**src/rtl/ldd_pulse_gen.sv**
```systemverilog
// ldd_pulse_gen: per-channel laser write-disable timing generator.
// Each enabled channel runs delay -> pulse -> holdoff from one trigger.
module ldd_pulse_gen #(
    parameter int TOP0_0 = 3,
    parameter int CW     = 16,
    parameter int MW     = 16
) (
    input  logic                 clk200,
    input  logic                 rst_n,
    input  logic                 trig,
    input  logic [TOP0_0-1:0]    ch_en,
    input  logic                 kill,
    input  logic [TOP0_0*CW-1:0] dly_cfg,
    input  logic [TOP0_0*CW-1:0] wid_cfg,
    input  logic [TOP0_0*CW-1:0] hld_cfg,
    output logic [TOP0_0-1:0]    com_wdis,
    output logic [TOP0_0-1:0]    busy,
    output logic [MW-1:0]        miss_cnt,
    input  logic                 miss_clr
);

    typedef enum logic [1:0] {
        IDLE,
        DELAY,
        PULSE,
        HOLD
    } state_t;

    localparam logic [CW-1:0] ONE = CW'(1);

    logic [TOP0_0-1:0] active;
    logic [TOP0_0-1:0] wdis_q;
    logic [TOP0_0-1:0] busy_q;
    logic              miss;

    for (genvar i = 0; i < TOP0_0; i++) begin : g_ch
        state_t        st;
        state_t        st_nxt;
        logic [CW-1:0] cnt;
        logic [CW-1:0] cnt_nxt;
        logic [CW-1:0] wid_s;
        logic [CW-1:0] wid_nxt;
        logic [CW-1:0] hld_s;
        logic [CW-1:0] hld_nxt;
        logic [CW-1:0] dly_c;
        logic [CW-1:0] wid_c;
        logic [CW-1:0] hld_c;
        logic          wdis_r;
        logic          busy_r;

        assign dly_c     = dly_cfg[i*CW +: CW];
        assign wid_c     = wid_cfg[i*CW +: CW];
        assign hld_c     = hld_cfg[i*CW +: CW];
        assign active[i] = (st != IDLE);
        assign wdis_q[i] = wdis_r;
        assign busy_q[i] = busy_r;

        // State, remaining-count and shadow config registers
        always_ff @(posedge clk200) begin
            if (!rst_n) begin
                st     <= IDLE;
                cnt    <= '0;
                wid_s  <= '0;
                hld_s  <= '0;
                wdis_r <= 1'b1;
                busy_r <= 1'b0;
            end else begin
                st     <= st_nxt;
                cnt    <= cnt_nxt;
                wid_s  <= wid_nxt;
                hld_s  <= hld_nxt;
                wdis_r <= (st_nxt != PULSE);
                busy_r <= (st_nxt != IDLE);
            end
        end

        // Next state: cnt holds cycles left in the current state
        always_comb begin
            st_nxt  = st;
            cnt_nxt = cnt;
            wid_nxt = wid_s;
            hld_nxt = hld_s;
            if (kill) begin
                st_nxt  = IDLE;
                cnt_nxt = '0;
            end else begin
                unique case (st)
                    IDLE: begin
                        if (trig && ch_en[i]) begin
                            wid_nxt = wid_c;
                            hld_nxt = hld_c;
                            if (dly_c != '0) begin
                                st_nxt  = DELAY;
                                cnt_nxt = dly_c;
                            end else if (wid_c != '0) begin
                                st_nxt  = PULSE;
                                cnt_nxt = wid_c;
                            end else if (hld_c != '0) begin
                                st_nxt  = HOLD;
                                cnt_nxt = hld_c;
                            end
                        end
                    end
                    DELAY: begin
                        if (cnt == ONE) begin
                            if (wid_s != '0) begin
                                st_nxt  = PULSE;
                                cnt_nxt = wid_s;
                            end else if (hld_s != '0) begin
                                st_nxt  = HOLD;
                                cnt_nxt = hld_s;
                            end else begin
                                st_nxt  = IDLE;
                                cnt_nxt = '0;
                            end
                        end else begin
                            cnt_nxt = cnt - ONE;
                        end
                    end
                    PULSE: begin
                        if (cnt == ONE) begin
                            if (hld_s != '0) begin
                                st_nxt  = HOLD;
                                cnt_nxt = hld_s;
                            end else begin
                                st_nxt  = IDLE;
                                cnt_nxt = '0;
                            end
                        end else begin
                            cnt_nxt = cnt - ONE;
                        end
                    end
                    HOLD: begin
                        if (cnt == ONE) begin
                            st_nxt  = IDLE;
                            cnt_nxt = '0;
                        end else begin
                            cnt_nxt = cnt - ONE;
                        end
                    end
                    default: begin
                        st_nxt  = IDLE;
                        cnt_nxt = '0;
                    end
                endcase
            end
        end
    end

    assign com_wdis = wdis_q;
    assign busy     = busy_q;

    // A trigger is missed once per cycle if any enabled channel is running
    assign miss = trig && !kill && |(ch_en & active);

    // Saturating missed-trigger counter; clear beats increment
    always_ff @(posedge clk200) begin
        if (!rst_n) begin
            miss_cnt <= '0;
        end else if (miss_clr) begin
            miss_cnt <= '0;
        end else if (miss && !(&miss_cnt)) begin
            miss_cnt <= miss_cnt + MW'(1);
        end
    end

endmodule

```
**config.mk**
```make
export PLATFORM = sky130hd
export DESIGN_NAME = ldd_pulse_gen
export DESIGN_NICKNAME = d
export VERILOG_FILES = /design/src/rtl/ldd_pulse_gen.sv
export SDC_FILE = /design/constraint.sdc
export NUM_CORES = 1
export LEC_CHECK = 0
export ABC_AREA = 0
export CAP_MARGIN = 30
export CORE_MARGIN = 2
export CORE_UTILIZATION = 40
export DETAILED_ROUTE_END_ITERATION = 10
export GPL_TIMING_DRIVEN = 1
export MAX_ROUTING_LAYER = met4
export SYNTH_ARGS = -nofsm -noshare
export SYNTH_HDL_FRONTEND = slang
export SYNTH_SLANG_ARGS = --single-unit
```
**constraint.sdc**
```tcl
create_clock -name clk200 -period 2.7 [get_ports clk200]
set_input_delay 0.27 -clock clk200 [delete_from_list [all_inputs] [get_ports clk200]]
set_output_delay 0.27 -clock clk200 [all_outputs]
set_load 0.02 [all_outputs]
```
==> impl_summary.txt, run 1 <==
----------------------------------------------------
[Setup path]
  Launching element of the worst setup path ... g_ch[0].cnt[8]
  Reg2Reg Depth ... 7
  Crit path capture type ... register
  Library cell contributing the largest single delay on the critical path ... or4_1
  Worst endpoint data arrival time ... ~2900 ps
  Startpoint Class ... register
  Worst reg2reg setup slack ... 180 ps
  Endpoint of the worst-slack reg-to-reg timing path ... g_ch[0].cnt[10]
  Worst Path Max Fanout ... 11
  Largest stage delay on the critical path ... 630 ps
  Worst Path Class, Setup ... reg2reg
  Cells traversed along the worst timing path ... or4_1 -> nand4bb_1 -> or3_1 -> o21ai_1 -> buf_4 -> a221oi_1 -> o31ai_1
  Startpoint of the lowest-slack register-to-register path ... g_ch[0].cnt[8]
  Data required, critical path ... 3050 ps

[Route]
  Routed len/inst ... 19.9 µm
  Total DRC errors in the routed layout ... 0
  Vias per cell ... 5.89
  Count of routing violations after the opening detailed-route iteration ... roughly 1200
  Overall routed net length ... about 36 mm
  Via count ... 10561
  Number of detailed-route iterations in the first pass ... 5
  Count of antenna-violating nets left after detailed routing ... 0

[Yosys]
  Mapped Cells ... ~1300
  Ranking of synthesized cells by area ... dfxtp_1 34%, mux2i_1 6.4%, nor4_1 5.3%
  Ys flop type ... dfxtp_1
  Total standard cell area after synthesis ... 0.0101 mm²
  Proportion of netlist area held by the largest area contributor ... 34.1%
  Fraction of the yosys area taken by sequential cells ... about 34%
  Number of enable-type register cells in the synthesized netlist ... 0
  Flip-flop and latch count after synthesis ... approximately 170
  Post-synth top area cell ... dfxtp_1
  Post-synthesis async set-or-reset flop share ... 0%
  Syn_nets ... 1419
  Number of unique standard cell types used by synthesis ... 78
  Mean Syn Cell Area ... approximately 8.0 µm²
  Warning count from the yosys run ... 0

[STA]
  Max-slew violations ... 0
  Period utilisation layout ... 93.3%
  Unrepaired setup endpoints after global routing ... no
  Hold slack ... 363 ps
  Final setup violating endpoints ... 0
  Worst Tran Pin Value ... slightly above 600 ps
  Max-slew headroom at the worst pin ... 58.3%
  Setup Total Neg Slack ... 0 ps
  Clk_skew ... 16.7 ps
  Number of hold-slack violations in the final timing report ... 0
  Maximum clock rate ... 397 MHz
  Clock period minus worst slack ... 2520 ps

[Pwr]
  Power density normalized to cell area ... 498 mW/mm²
  Switching share of power ... 31.0%
  Part of the total power dissipated in combinational logic ... 19.7%
  Flop pwr share ... 41.7%
  Leakage power ... approximately 5 nW
  Switching Power ... just over 2 mW
  Clk network pwr share ... 38.6%
  Highest ir drop seen on vdd ... 0.330 mV
  Cell internal power dissipation ... 4.49 mW

[GRT]
  Via count of the first global-routing pass ... 10045
  Initial antenna violation count ... 1
  Remaining global-route overflow ... 0
  Pin count of the biggest net entering global routing ... 66
  Wire length of the first global-routing pass ... 56.4 mm
  Global routing usage summed across all routing layers ... around 28%

[Floorplan]
  Placement Rows ... 58
  Die Width ... 163 µm
  DIE HEIGHT ... 163 µm
  Number of placed I/O pins ... between 150 and 200
  Starting density of the core ... 40.4%
  Die Outline Area ... 0.0265 mm²
  Area of the core region ... ~0.025 mm²

[Place]
  Placer congestion estimate ... 0.980
  Placement-stage cell area ... 0.0124 mm²
  Count of input and output buffers ... 173
  Detailed Place HPWL ... between 20 and 30 mm

[Clock network]
  H-tree depth reported by CTS ... 4
  Clock insertion delay at the later pin of the skew report ... approximately 450 ps
  Hold buffer count at CTS ... 0
  Max Root-Sink Buffers ... 2
  Clock tree from TritonCTS ... yes
  Number of buffers inserted during clock tree synthesis ... 17
  CTS clock-pin slew for the worst setup and hold paths ... ~80 ps
  Clock sink total ... 172
  Clock root cell ... clkbuf_16
  Setup Fix Bufs, Post-CTS ... 0
  Post-CTS Resized ... 0

[Final layout]
  Layout cells sized above 1 ... 9.51%
  Total non-filler cell area in the finished layout ... roughly 0.013 mm²
  Number of nets in the layout ... 1607
  Area growth syn-to-layout ... 29.4%

[Hold path]
  Worst hold path type ... in2reg
  Destination of the worst hold path ... g_ch[2].cnt[12]
  Hold Startpoint ... rst_n
  Worst Hold Path Cells ... 4

[Run]
  Max Cap Violations ... 0

[Outcome]
  Result of the run ... completed

----------------------------------------------------
## layout make-up
type	instances	area (µm²)
diodes	1	2.50
clock inverters	15	189
repair buffers	249	2320
multi-input cells	988	6180
inverters	20	75.1
well taps	330	413
flip-flops and latches	172	3440
fillers	2466	11900
clock buffers	17	425
## power by group through the flow
| stage | Combinational (mW) | Sequential, mW | Clock (mW) |
|---|---|---|---|
| after global routing | 1.38 | 2.72 | 2.67 |
| after CTS | 1.26 | 2.71 | 2.57 |
| after detailed placement | 1.25 | 2.77 | 0 |
| final | 1.28 | 2.71 | 2.51 |
| after global placement | 1.25 | 2.77 | 0 |
| after floorplan | 0.692 | 2.74 | 0 |
## per-layer routing
layer,global-route usage (%),up-vias,wire length (µm)
met5,-,-,0
met4,8.13,0,725
met3,3.49,52,2280
met2,43.1,438,16600
met1,37.4,4987,16000
li1,-,5084,-
## through the flow
step	util (%)	cells	power (mW)	worst slack, ps
2_1_floorplan	-	1260	3.43	267
3_3_place_gp	49.8	1759	4.02	-68.0
3_5_place_dp	49.8	1759	4.02	-3.29
4_1_cts	52.3	1791	6.54	205
5_1_grt	52.3	1792	6.77	36.8
6_report	52.3	1792	6.50	180
## cells by family after synthesis
logic type      share of synthesized area, %
mux                                     6.35
xor+xnor                                3.56
compound gates                          22.0
buf+inv                                 4.68
simple gates                            28.4
fa+ha+maj                              0.868
flops                                   34.1
## cell usage after synthesis (11+ instances only)
master / instances
nor3_1: 40
a21oi_1: 86
a221oi_1: 17
a221o_1: 11
nor2_1: 99
mux2i_1: 64
and3_1: 11
nand4_1: 20
dfxtp_1: 172
nor4_1: 85
a211oi_1: 12
o211ai_1: 16
o22ai_1: 16
inv_1: 20
nand3_1: 27
o21ai_0: 71
nor2b_1: 74
nand2_1: 119
clkbuf_1: 60
a31oi_1: 11
xnor2_1: 19
a21boi_0: 33
xor2_1: 22
## critical path, delay by kind of cell, from the launching register on
family	cells	cell delay, ps
and+or+nand+nor	3	1440
DFF	1	350
buffers and inverters	1	200
AOI/OAI and AO/OA	3	460
## sequential cells by signal (all words and copies together), names as in the netlist
name,flops
g_ch.wdis_r,3
g_ch.wid_s,48
g_ch.st,6
g_ch.cnt,48
g_ch.busy_r,3
g_ch.hld_s,48
miss_cnt,16
## cell usage in the layout (no fill, tap or decap), types with 7 or more instances in the layout
master | Yosys | layout
o21ai_0 | 71 | 71
clkbuf_16 | 0 | 17
xor2_1 | 22 | 22
nor2b_1 | 74 | 73
inv_1 | 20 | 20
nand2_1 | 119 | 119
nor4_1 | 85 | 85
buf_4 | 7 | 74
nand4_1 | 20 | 20
and3_1 | 11 | 11
a211oi_1 | 12 | 12
a31oi_1 | 11 | 11
nand3_1 | 27 | 25
a21oi_1 | 86 | 86
a221oi_1 | 17 | 17
o22ai_1 | 16 | 16
a221o_1 | 11 | 11
clkdlybuf4s50_1 | 0 | 172
o211ai_1 | 16 | 16
nor2_1 | 99 | 99
dfxtp_1 | 172 | 172
ha_1 | 7 | 7
clkinv_8 | 0 | 7
a21boi_0 | 33 | 33
nand2b_1 | 10 | 10
nor3_1 | 40 | 40
and4_1 | 8 | 8
xnor2_1 | 19 | 19
o31ai_1 | 8 | 8
mux2i_1 | 64 | 64
## worst max-delay path by stage
stage                           end  slack (ps)  depth (start not counted)
CTS                  g_ch[1].cnt[5]         200                          6
global route         g_ch[0].cnt[2]          40                          7
floorplan            g_ch[1].cnt[5]         270                          7
finish              g_ch[0].cnt[10]         180                          7
detailed placement   g_ch[1].wdis_r          -3                          8
global placement     g_ch[1].wdis_r         -70                          8
(Power assumes the default switching activity.)
==> run 2, diff against run 1 <==
--- a/config.mk
+++ b/config.mk
@@ -11,7 +11,9 @@
 export CORE_UTILIZATION = 40
 export DETAILED_ROUTE_END_ITERATION = 10
 export GPL_TIMING_DRIVEN = 1
+export HOLD_SLACK_MARGIN = 0.15
 export MAX_ROUTING_LAYER = met4
+export SLEW_MARGIN = 20
 export SYNTH_ARGS = -nofsm -noshare
 export SYNTH_HDL_FRONTEND = slang
 export SYNTH_SLANG_ARGS = --single-unit
==> results of run 2 <==
Final layout, timing and power as in run 1 (identical DEF).
